### src/rtl/mem_port_arbiter.sv
// Shares one memory port between fetch and data requesters, one transaction outstanding: combinational grant,
// memReq next cycle, valid one cycle after memAck; requesters hold Req until Gnt. Bus timeout under MEM_TIMEOUT_EN.
module mem_port_arbiter #(
  parameter int DATA_BURST_MAX = 4,
  parameter int TIMEOUT_CYCLES = 256
) (
  input  logic        clk,
  input  logic        reset,
  input  logic        enable,
  input  logic        flush,
  input  logic        ifReq,
  input  logic [31:0] ifAddr,
  output logic        ifGnt,
  output logic        ifValid,
  output logic [31:0] ifData,
  output logic        ifErr,
  input  logic        dReq,
  input  logic        dWe,
  input  logic [1:0]  dSize,
  input  logic [31:0] dAddr,
  input  logic [31:0] dWData,
  output logic        dGnt,
  output logic        dValid,
  output logic [31:0] dRData,
  output logic        dErr,
  output logic        memReq,
  output logic        memWe,
  output logic [1:0]  memSize,
  output logic [31:0] memAddr,
  output logic [31:0] memWData,
  input  logic        memAck,
  input  logic [31:0] memRData,
  output logic        busError
);

  typedef enum logic [1:0] {
    IDLE,
    FETCH,
    DATA
`ifdef MEM_TIMEOUT_EN
    , TOERR
`endif
  } state_t;

  state_t     state;
  logic [3:0] burst_cnt;
  logic       suppress;
  logic       if_err_q;
  logic       d_err_q;
  logic       arb_ok;
  logic       fetch_win;
  logic       data_win;
  logic       if_mis;
  logic       d_mis;

`ifdef MEM_TIMEOUT_EN
  localparam int TO_W = $clog2(TIMEOUT_CYCLES + 1);
  logic [TO_W-1:0] to_cnt;
  logic            bus_err_q;
  assign busError = bus_err_q;
`else
  assign busError = 1'b0;
`endif

  // Grants are decided combinationally so the Gnt pulse lands in the same cycle the fields are sampled.
  assign arb_ok    = (state == IDLE) && enable && !reset;
  assign fetch_win = arb_ok && ifReq && !flush &&
                     (!dReq || burst_cnt == 4'(DATA_BURST_MAX));
  assign data_win  = arb_ok && dReq && !fetch_win;
  assign if_mis    = ifAddr[1:0] != 2'b00;

  always_comb begin
    d_mis = 1'b0;
    case (dSize)
      2'b00:   d_mis = 1'b0;
      2'b01:   d_mis = dAddr[0];
      2'b10:   d_mis = dAddr[1:0] != 2'b00;
      default: d_mis = 1'b1;
    endcase
  end

  assign ifGnt = fetch_win;
  assign dGnt  = data_win;
  assign ifErr = (fetch_win && if_mis) || if_err_q;
  assign dErr  = (data_win && d_mis) || d_err_q;

  always_ff @(posedge clk or posedge reset) begin
    if (reset) begin
      state     <= IDLE;
      burst_cnt <= 4'd0;
      suppress  <= 1'b0;
      if_err_q  <= 1'b0;
      d_err_q   <= 1'b0;
      ifValid   <= 1'b0;
      ifData    <= 32'h0;
      dValid    <= 1'b0;
      dRData    <= 32'h0;
      memReq    <= 1'b0;
      memWe     <= 1'b0;
      memSize   <= 2'b00;
      memAddr   <= 32'h0;
      memWData  <= 32'h0;
`ifdef MEM_TIMEOUT_EN
      to_cnt    <= '0;
      bus_err_q <= 1'b0;
`endif
    end else begin
      ifValid  <= 1'b0;
      dValid   <= 1'b0;
      if_err_q <= 1'b0;
      d_err_q  <= 1'b0;

      if (fetch_win)
        burst_cnt <= 4'd0;
      else if (data_win && ifReq && burst_cnt != 4'(DATA_BURST_MAX))
        burst_cnt <= burst_cnt + 4'd1;

      case (state)
        IDLE: begin
          if (fetch_win && !if_mis) begin
            state    <= FETCH;
            memReq   <= 1'b1;
            memWe    <= 1'b0;
            memSize  <= 2'b10;
            memAddr  <= ifAddr;
            memWData <= 32'h0;
            suppress <= 1'b0;
`ifdef MEM_TIMEOUT_EN
            to_cnt   <= '0;
`endif
          end else if (data_win && !d_mis) begin
            state    <= DATA;
            memReq   <= 1'b1;
            memWe    <= dWe;
            memSize  <= dSize;
            memAddr  <= dAddr;
            memWData <= dWData;
`ifdef MEM_TIMEOUT_EN
            to_cnt   <= '0;
`endif
          end
        end

        FETCH, DATA: begin
          // A flush anywhere in the fetch window kills its valid, even if it drops before memAck.
          if (state == FETCH)
            suppress <= suppress || flush;
          if (memAck) begin
            memReq <= 1'b0;
            state  <= IDLE;
            if (state == FETCH) begin
              ifValid <= !(suppress || flush);
              if (!(suppress || flush))
                ifData <= memRData;
            end else begin
              dValid <= 1'b1;
              dRData <= memWe ? 32'h0 : memRData;
            end
          end
`ifdef MEM_TIMEOUT_EN
          else if (to_cnt == TO_W'(TIMEOUT_CYCLES - 1)) begin
            memReq    <= 1'b0;
            bus_err_q <= 1'b1;
            state     <= TOERR;
            if (state == FETCH)
              if_err_q <= 1'b1;
            else
              d_err_q <= 1'b1;
          end else begin
            to_cnt <= to_cnt + 1'b1;
          end
`endif
        end

`ifdef MEM_TIMEOUT_EN
        TOERR: state <= IDLE;
`endif

        default: state <= IDLE;
      endcase
    end
  end

endmodule
### config.mk
export PLATFORM = sky130hd
export DESIGN_NAME = mem_port_arbiter
export DESIGN_NICKNAME = d
export VERILOG_FILES = /design/src/rtl/mem_port_arbiter.sv
export SDC_FILE = /design/constraint.sdc
export NUM_CORES = 1
export LEC_CHECK = 0
export ABC_AREA = 1
export CAP_MARGIN = 40
export CORE_ASPECT_RATIO = 1.1
export CORE_MARGIN = 1.5
export CORE_UTILIZATION = 38
export DETAILED_ROUTE_END_ITERATION = 8
export PLACE_DENSITY = 0.76
export SYNTH_ARGS = -nofsm -noshare
export SYNTH_HDL_FRONTEND = slang
export SYNTH_SLANG_ARGS = --single-unit
### constraint.sdc
create_clock -name clk -period 3.1 [get_ports clk]
set_clock_uncertainty 0.2 [all_clocks]
set_input_delay 0.31 -clock clk [delete_from_list [all_inputs] [get_ports clk]]
set_output_delay 0.31 -clock clk [all_outputs]
set_load 0.01 [all_outputs]
==> results.md <==
* Final min period at between 2 and 3 ns
* Clock slew at reported path FFs at around 0.060 ns
* Crit share post-route at 92.6%
* Post-synthesis instance area at around 0.0064 mm2
* Fillers at about 1400
* Post_cts resized at 0
* Initial core utilization at between 30% and 40%
* Setup TNS at 0 ns
* Worst Path Arrival at about 2.4 ns
* Setup bufs post-CTS at 0
* Core area at approximately 0.016 mm2
* Vias in the first global route at 5594
* # setup viols final at 0
* Syn-to-layout area delta at 55.3%
* Worst hold slack at ~0.14 ns
* RePlAce Congestion at 0.811
* Hold Crit Class: input pin to async pin
* Share of layout cells above drive strength 1 at just over 9%
* Max VDD drop at 0.000426 V
* Detail Route Antenna Nets at 0
* Sequential share of the synthesized area at 55.4%
* Worst Path Required at roughly 2.6 ns
* Initial antenna violation count at 0
* CP max-delay cell: clkdlybuf4s50_1
* Mapped Cells at 653
* WL/cell at around 16 um
* Synth Warn # at 0
* Number of I/O pins at between 200 and 300
* Slew Limit Headroom at around 54%
* Final Power at around 8.4 mW
* Pins Over Slew Limit at 0
* Pre-CTS setup slack at about 0.43 ns
* Leakage at around 4.8 nW
* Synth area leaders: dfrtp_1 55%, nand3_1 11%, nand2_1 8.3%
* CP Capture Type: output pin
* IO buf count at between 200 and 300
* Startpoint Class: flop
* Clk sinks at 141
* PwrDens at around 850 mW/mm2
* Clock Latency Late Sink at between 0.4 and 0.5 ns
* Routed wire length at approximately 18000 um
* Main synth FF type: dfrtp_1
* Clock Path Buffers at 2
* Library cells used by synthesis at 28
* Residual DRC at 0
* Die height at roughly 140 um
* GRT Util Overall at 21.2%
* Final Hold Vio Count at 0
* EDFF count, synth at 0
* Avg Cell Area, Syn at around 9.8 um2
* Vias at between 5000 and 6000
* Outcome: finished clean
* CP Cell Sequence: inv_1 -> ha_1 -> nand3_2 -> nor2_2 -> nand2_4 -> nand2_1 -> nor2_1 -> clkdlybuf4s50_1
* Initial DRC count at roughly 300
* Share of the synthesized area in the top cell type at between 50% and 60%
* Final #Nets at roughly 1100
* Worst Path Max Fanout at 9
* Die W at about 130 um
* Setup ws final at 0.228 ns
* Max_cap viols at 0
* Fmax at approximately 0.35 GHz
* Hold Buf Count CTS at 1
* Slowest stage delay, CP at ~0.51 ns
* Root Buffer: clkbuf_16
* Dpl hpwl at between 10000 and 15000 um
* Synth Net Count at between 700 and 800
* Die Area at approximately 0.018 mm2
* RSZ-0062 raised after global routing: false
* FP Rows at 49
* First drt pass iteration count at 5
* CTS tree: built
* First-pass GRT wire length at 29300 um
* GR Overflow Total at 0
* Core Util, Final at roughly three fifths
* Antenna diodes at 0
* CTS H-tree lvls at 4
* Leading area contributor after synthesis: dfrtp_1
* Synthesized flop and latch total at ~140
* Kind of critical path: flop to output pin
* Commonest cells in the netlist: 141 x dfrtp_1, 141 x nand2_1, 139 x nand3_1
* Post-synthesis async set-or-reset flop share at 100%
* Vias per inst at around 5.0
* Largest net degree at the start of global routing at approximately 100
* CTS Buf Count at 17
* Slew @ Worst Pin at ~0.69 ns
## cell type report
class                   instances  area, um2  share of cell area [%]
clock buffers                  19        443                    4.48
clock inverters                11        144                    1.45
inverters                      49        189                    1.91
multi-input cells             417       2410                    24.4
flip-flops and latches        141       3530                    35.7
well taps                     204        255                    2.58
repair buffers                292       2920                    29.6
## through the flow
stage	cell area, um2	std cells
after floorplan	6370	653
after global placement	9250	1100
after detailed placement	9290	1102
after CTS	9890	1133
after global routing	9890	1133
final	9890	1133
## metal layers
layer	routed length (um)	vias up	GRT usage (%)
met5	0	-	0
met4	388	0	7.86
met3	1640	25	7.60
met2	8740	245	34.9
met1	7430	2693	25.5
li1	-	2710	-
## where the power goes
| group | total [mW] | switching (mW) | internal (mW) |
|---|---|---|---|
| clock | 2.04 | 0.765 | 1.28 |
| sequential | 3.06 | 0.443 | 2.62 |
| combinational | 3.29 | 1.44 | 1.86 |
| total | 8.40 | 2.65 | 5.75 |
## worst paths after layout
path | from | to | slack, ns | depth (start not counted)
worst min register to register | memReq | memReq | 0.28 | 2
worst max register to register | state[1] | memAddr[11] | 0.69 | 9
worst min-delay path | reset | memAddr[9] | 0.14 | 3
worst max-delay path | state[1] | dErr | 0.23 | 8
max in group asynchronous | reset | dRData[19] | 1.91 | 3
min in group clk | dWData[11] | memWData[11] | 0.26 | 3
## layout by cell type (no fill, tap or decap), types with 2 or more instances in the layout
cell type,instances
clkdlybuf4s50_1,275
nand2_1,141
dfrtp_1,141
nand3_1,139
inv_1,44
o21ai_0,36
mux2_1,30
o211ai_2,22
clkbuf_16,17
buf_4,13
nor2_1,8
o211ai_1,8
o21ai_1,7
ha_1,7
inv_2,4
clkinv_2,4
nor2_2,3
bufinv_16,3
inv_6,2
nand3_2,2
nand2_2,2
nand4_1,2
nand3_4,2
mux2_2,2
clkinv_4,2
## flip-flops by register name (all words and copies together) (netlist names)
name,flops
dRData,32
ifData,32
memAddr,32
memWData,32
burst_cnt,4
memSize,2
state,2
dValid,1
ifValid,1
memReq,1
memWe,1
suppress,1
## critical path, delay by kind of cell (launching register included)
| family | cells | cell delay, ns |
|---|---|---|
| buffers and inverters | 2 | 0.62 |
| AND/OR/NAND/NOR | 5 | 0.72 |
| flip-flops | 1 | 0.41 |
| adder cells (fa/ha/maj) | 1 | 0.20 |
## cell families after synthesis
kind of cell / after synthesis / share of synthesized area [%]
multiplexers: 32 / 5.66
adder cells (fa/ha/maj): 7 / 1.38
other: 1 / 0.0589
AND/OR/NAND/NOR: 300 / 21.3
AO/OA/AOI/OAI: 75 / 9.02
buffers and inverters: 95 / 6.92
flip-flops: 141 / 55.4
XOR/XNOR: 2 / 0.275
(Power assumes the default switching activity.)
==> patch 1, RTL diff (config.mk and constraints unchanged) <==
One comparison of `burst_cnt` changes from == to >=.
--- a/src/rtl/mem_port_arbiter.sv
+++ b/src/rtl/mem_port_arbiter.sv
@@ -65,7 +65,7 @@
   // Grants are decided combinationally so the Gnt pulse lands in the same cycle the fields are sampled.
   assign arb_ok    = (state == IDLE) && enable && !reset;
   assign fetch_win = arb_ok && ifReq && !flush &&
-                     (!dReq || burst_cnt == 4'(DATA_BURST_MAX));
+                     (!dReq || burst_cnt >= 4'(DATA_BURST_MAX));
   assign data_win  = arb_ok && dReq && !fetch_win;
   assign if_mis    = ifAddr[1:0] != 2'b00;
 
Check against the original RTL: same outputs for any inputs over 4 cycles, from zero or initial values and one cycle with reset high; that may be too few to reach the edited logic, so the function may still have changed.
==> patch 1 against the original RTL <==
Sequential cell count is the same. Power is 8.6% higher. Setup slack got worse by 2.9 ps. Fmax shrank 0.10%. Sequential power up 5%. Critical path type unchanged. Wire length down 3.0%. Final cell count fell by 2.6%. Design area down 1.5%. Area after synthesis decreased by 4.3%.
==> patch 1: results (changes against the original RTL) <==
* **first-pass GRT wire length** 27.7 mm, -5.5%
* **part of the total power dissipated in combinational logic** 42.4%, +3.2 points
* **average wire length per cell after detail routing** 16.0 um, -0.39%
* **number of design-rule violations left by the first detailed-router iteration** 271, -10%
* **share of post-route cells with drive strength above 1** 13.1%, +3.9 points
* **total routing usage reported by global routing** 21.5%, +0.34 points
* **clock network power share** 22.5%, -1.8 points
* **leakage power total** 4.40 nW, -8.5%
* **Non-clock buffers** 288, -1.4%
* **switching part of the total power** 32.4%, +0.92 points
* **number of nets in the finished design** 1036, -2.5%
* **capture point of the critical path** ifErr
* **Switching Power** 2.96 mW, +12%
* **worst r2r path cells** 12, +3
* **FFs & Latches** 141, unchanged
* **clock buffer and inverter area fraction after layout** 6.18%, +0.25 points
* **maximum vdd drop** 0.472 mV, +11%
* **Final period util** 92.7%, +0.095 points
* **slack of the worst reg-to-reg path** 640 ps, -50 ps
* **Min Hold Slack** 261 ps, +116 ps
* **portion of the layout cell area used by non-clock buffers** 29.6%, +0.096 points
* **via density per instance** 4.97, -0.74%
* **peak per-stage delay on the critical path** 550 ps, +40 ps
* **commonest cells in the netlist** nand2_1 (154), dfrtp_1 (141), nand3_1 (104), nor2_1 (39), o21ai_0 (39)
* **number of multi-input combinational cells** 424, +1.7%
* **GP Congestion** 0.820, +1.0%
* **R2R Path End** burst_cnt[2]$_DFFE_PP0P_
* **worst setup timing slack at the placement stage** 494 ps, +66.0 ps
* **# clk buffers** 22, +3
* **run status** finished, final reports clean
* **largest cells by area after synthesis** dfrtp_1 (58%), nand2_1 (9.5%), nand3_1 (8.5%)
* **Filler Cells Inserted** 1337, -3.0%
* **multi-input logic area** 2390 um^2, -0.57%
* **Tightest Hold Check Type** input port to flop
-- patch 1: per-stage QoR --
stage	TNS (ps)	instance area (um^2)	std cells	total power [mW]	util, %
final	0	9740	1103	9.12	62.1
after global placement	0	9120	1071	7.03	58.2
after CTS	0	9740	1103	9.21	62.1
after floorplan	-35600	6250	625	4.81	-
after global routing	0	9740	1103	9.70	62.1
after detailed placement	0	9140	1072	7.13	58.3
-- patch 1: cells by family after synthesis --
logic type | synth area share (%)
AO/OA/AOI/OAI | 6.51
buffers and inverters | 4.95
XOR/XNOR | 0.287
multiplexers | 5.91
other | 0.0615
flip-flops | 57.9
AND/OR/NAND/NOR | 23.0
adder cells (fa/ha/maj) | 1.44
-- patch 1: metal layers --
| layer | track usage (%) | vias to the layer above | wire length, um |
|---|---|---|---|
| met1 | 24.7 | 2584 | 6870 |
| met4 | 7.60 | 0 | 288 |
| met2 | 36.6 | 249 | 8730 |
| li1 | - | 2630 | - |
| met5 | 0 | - | 0 |
| met3 | 8.18 | 19 | 1760 |
==> patch 2, RTL diff (config.mk and constraints unchanged) <==
Made on the original files. The option `MEM_TIMEOUT_EN` is turned on by a define.
--- a/src/rtl/mem_port_arbiter.sv
+++ b/src/rtl/mem_port_arbiter.sv
@@ -1,5 +1,7 @@
 // Shares one memory port between fetch and data requesters, one transaction outstanding: combinational grant,
 // memReq next cycle, valid one cycle after memAck; requesters hold Req until Gnt. Bus timeout under MEM_TIMEOUT_EN.
+`define MEM_TIMEOUT_EN
+
 module mem_port_arbiter #(
   parameter int DATA_BURST_MAX = 4,
   parameter int TIMEOUT_CYCLES = 256
Behaviour: no difference found for any inputs over 4 cycles, from zero or initial values and one cycle with reset high; that may be too few to reach the edited logic, so the function may still have changed.
==> patch 2 against the original RTL <==
Power up 8.8%. Fmax increased by 2.3%. Final cell count is 9.9% higher. Synthesized cell count rose by 11%. Area after synthesis is 5.4% higher. Worst hold slack lost 39 ps. Global-route usage is 0.24 points lower. Design area increased by 3.8%. Die area up 5.3%. Sequential cell count up 12. Wire length grew 4.8%. Via count up 4.1%. Setup slack improved by 65 ps.
==> patch 2: results (changes against the original RTL) <==
* **first-pass GRT wire length** 30.0 mm, +2.4%
* **commonest cells in the netlist** nand2_1 (230), dfrtp_1 (153), o21ai_0 (84), inv_1 (57), nand3_1 (46)
* **R2R Path End** memAddr[21]$_DFFE_PP0P_
* **pin slew with the least headroom to its limit** 669 ps, -18.1 ps
* **maximum vdd drop** 0.477 mV, +12%
* **post-detail-place hpwl** 13.8 mm, +4.2%
* **share of post-route cells with drive strength above 1** 9.89%, +0.74 points
* **wire length reported by the detailed router** 19.1 mm, +4.8%
* **area after detailed placement** 9710 um^2, +4.5%
* **maximum number of pins on one net before global-route repair** 67, -32%
* **run status** finished, final reports clean
* **synthesized net count** 875, +9.6%
* **worst r2r path cells** 10, +1
* **via density per instance** 4.74, -5.3%
* **via count of the first global-routing pass** 5841, +4.4%
* **internal power** 5.99 mW, +4.2%
* **Filler Cells Inserted** 1492, +8.3%
* **critical path peak fanout** 4, -5
* **count of input and output buffers** 276, +0.36%
* **largest cells by area after synthesis** dfrtp_1 (57%), nand2_1 (13%), o21ai_0 (6.3%)
* **arrival time worst endpoint** 2300 ps, -60 ps
* **worst-case setup margin in the final layout** 293 ps, +65.1 ps
* **GP Congestion** 0.805, -0.80%
* **Distinct cells, synth** 31, +11%
* **number of nets in the finished design** 1146, +7.8%
patch 2: metrics by stage:
step / total power, mW / instances / hold slack (ps)
final: 9.14 / 1245 / 105
after global routing: 9.76 / 1245 / 91.2
after CTS: 9.24 / 1245 / 84.1
after detailed placement: 7.22 / 1213 / 258
after global placement: 7.12 / 1212 / 251
after floorplan: 5.01 / 727 / 227
patch 2: area by class of cell:
cell class	count	area share [%]
flip-flops and latches	153	37.3
repair buffers	288	28.1
multi-input cells	477	24.0
clock buffers	22	4.52
well taps	234	2.85
inverters	61	2.28
clock inverters	10	0.938
patch 2: power by group through the flow:
stage | combinational (mW) | sequential [mW] | clock (mW)
2_1_floorplan | 1.39 | 3.62 | 0
6_report | 3.90 | 3.27 | 1.97
3_3_place_gp | 3.85 | 3.26 | 0
5_1_grt | 4.29 | 3.37 | 2.10
3_5_place_dp | 3.93 | 3.29 | 0
4_1_cts | 3.95 | 3.27 | 2.02
patch 2: worst max-delay path, stage by stage, from the launching register on:
cell and delay [ps]:
dfrtp_1 410, inv_1 140, ha_1 220, nand3_2 130, nor2_2 190, nand2_1 100, o21bai_1 140, clkdlybuf4s50_1 550
patch 2: logic make-up after synthesis:
| family | synth area share, % |
|---|---|
| AO/OA/AOI/OAI | 9.71 |
| XOR/XNOR | 0.261 |
| adder cells (fa/ha/maj) | 1.86 |
| buffers and inverters | 6.24 |
| flip-flops | 57.0 |
| multiplexers | 5.37 |
| AND/OR/NAND/NOR | 19.5 |
patch 2: worst min-delay path by stage:
stage                                       start                       to  slack [ps]  cells after the start
final                                       reset   memSize[1]$_DFFE_PP0P_         110                      3
after global routing                        reset   memAddr[5]$_DFFE_PP0P_          90                      3
after CTS                                   reset   memSize[1]$_DFFE_PP0P_          80                      3
after detailed placement  memWData[5]$_DFFE_PP0P_  memWData[5]$_DFFE_PP0P_         260                      2
after global placement       busError$_DFFE_PP0P_     busError$_DFFE_PP0P_         250                      2
after floorplan                         dWData[0]  memWData[0]$_DFFE_PP0P_         230                      2
patch 2: metal layers:
metal	up-vias	wire length [um]	track usage [%]
li1	2882	-	-
met1	2782	7370	23.5
met2	215	9400	36.1
met3	26	1870	7.41
met4	0	443	8.30
met5	-	0	0
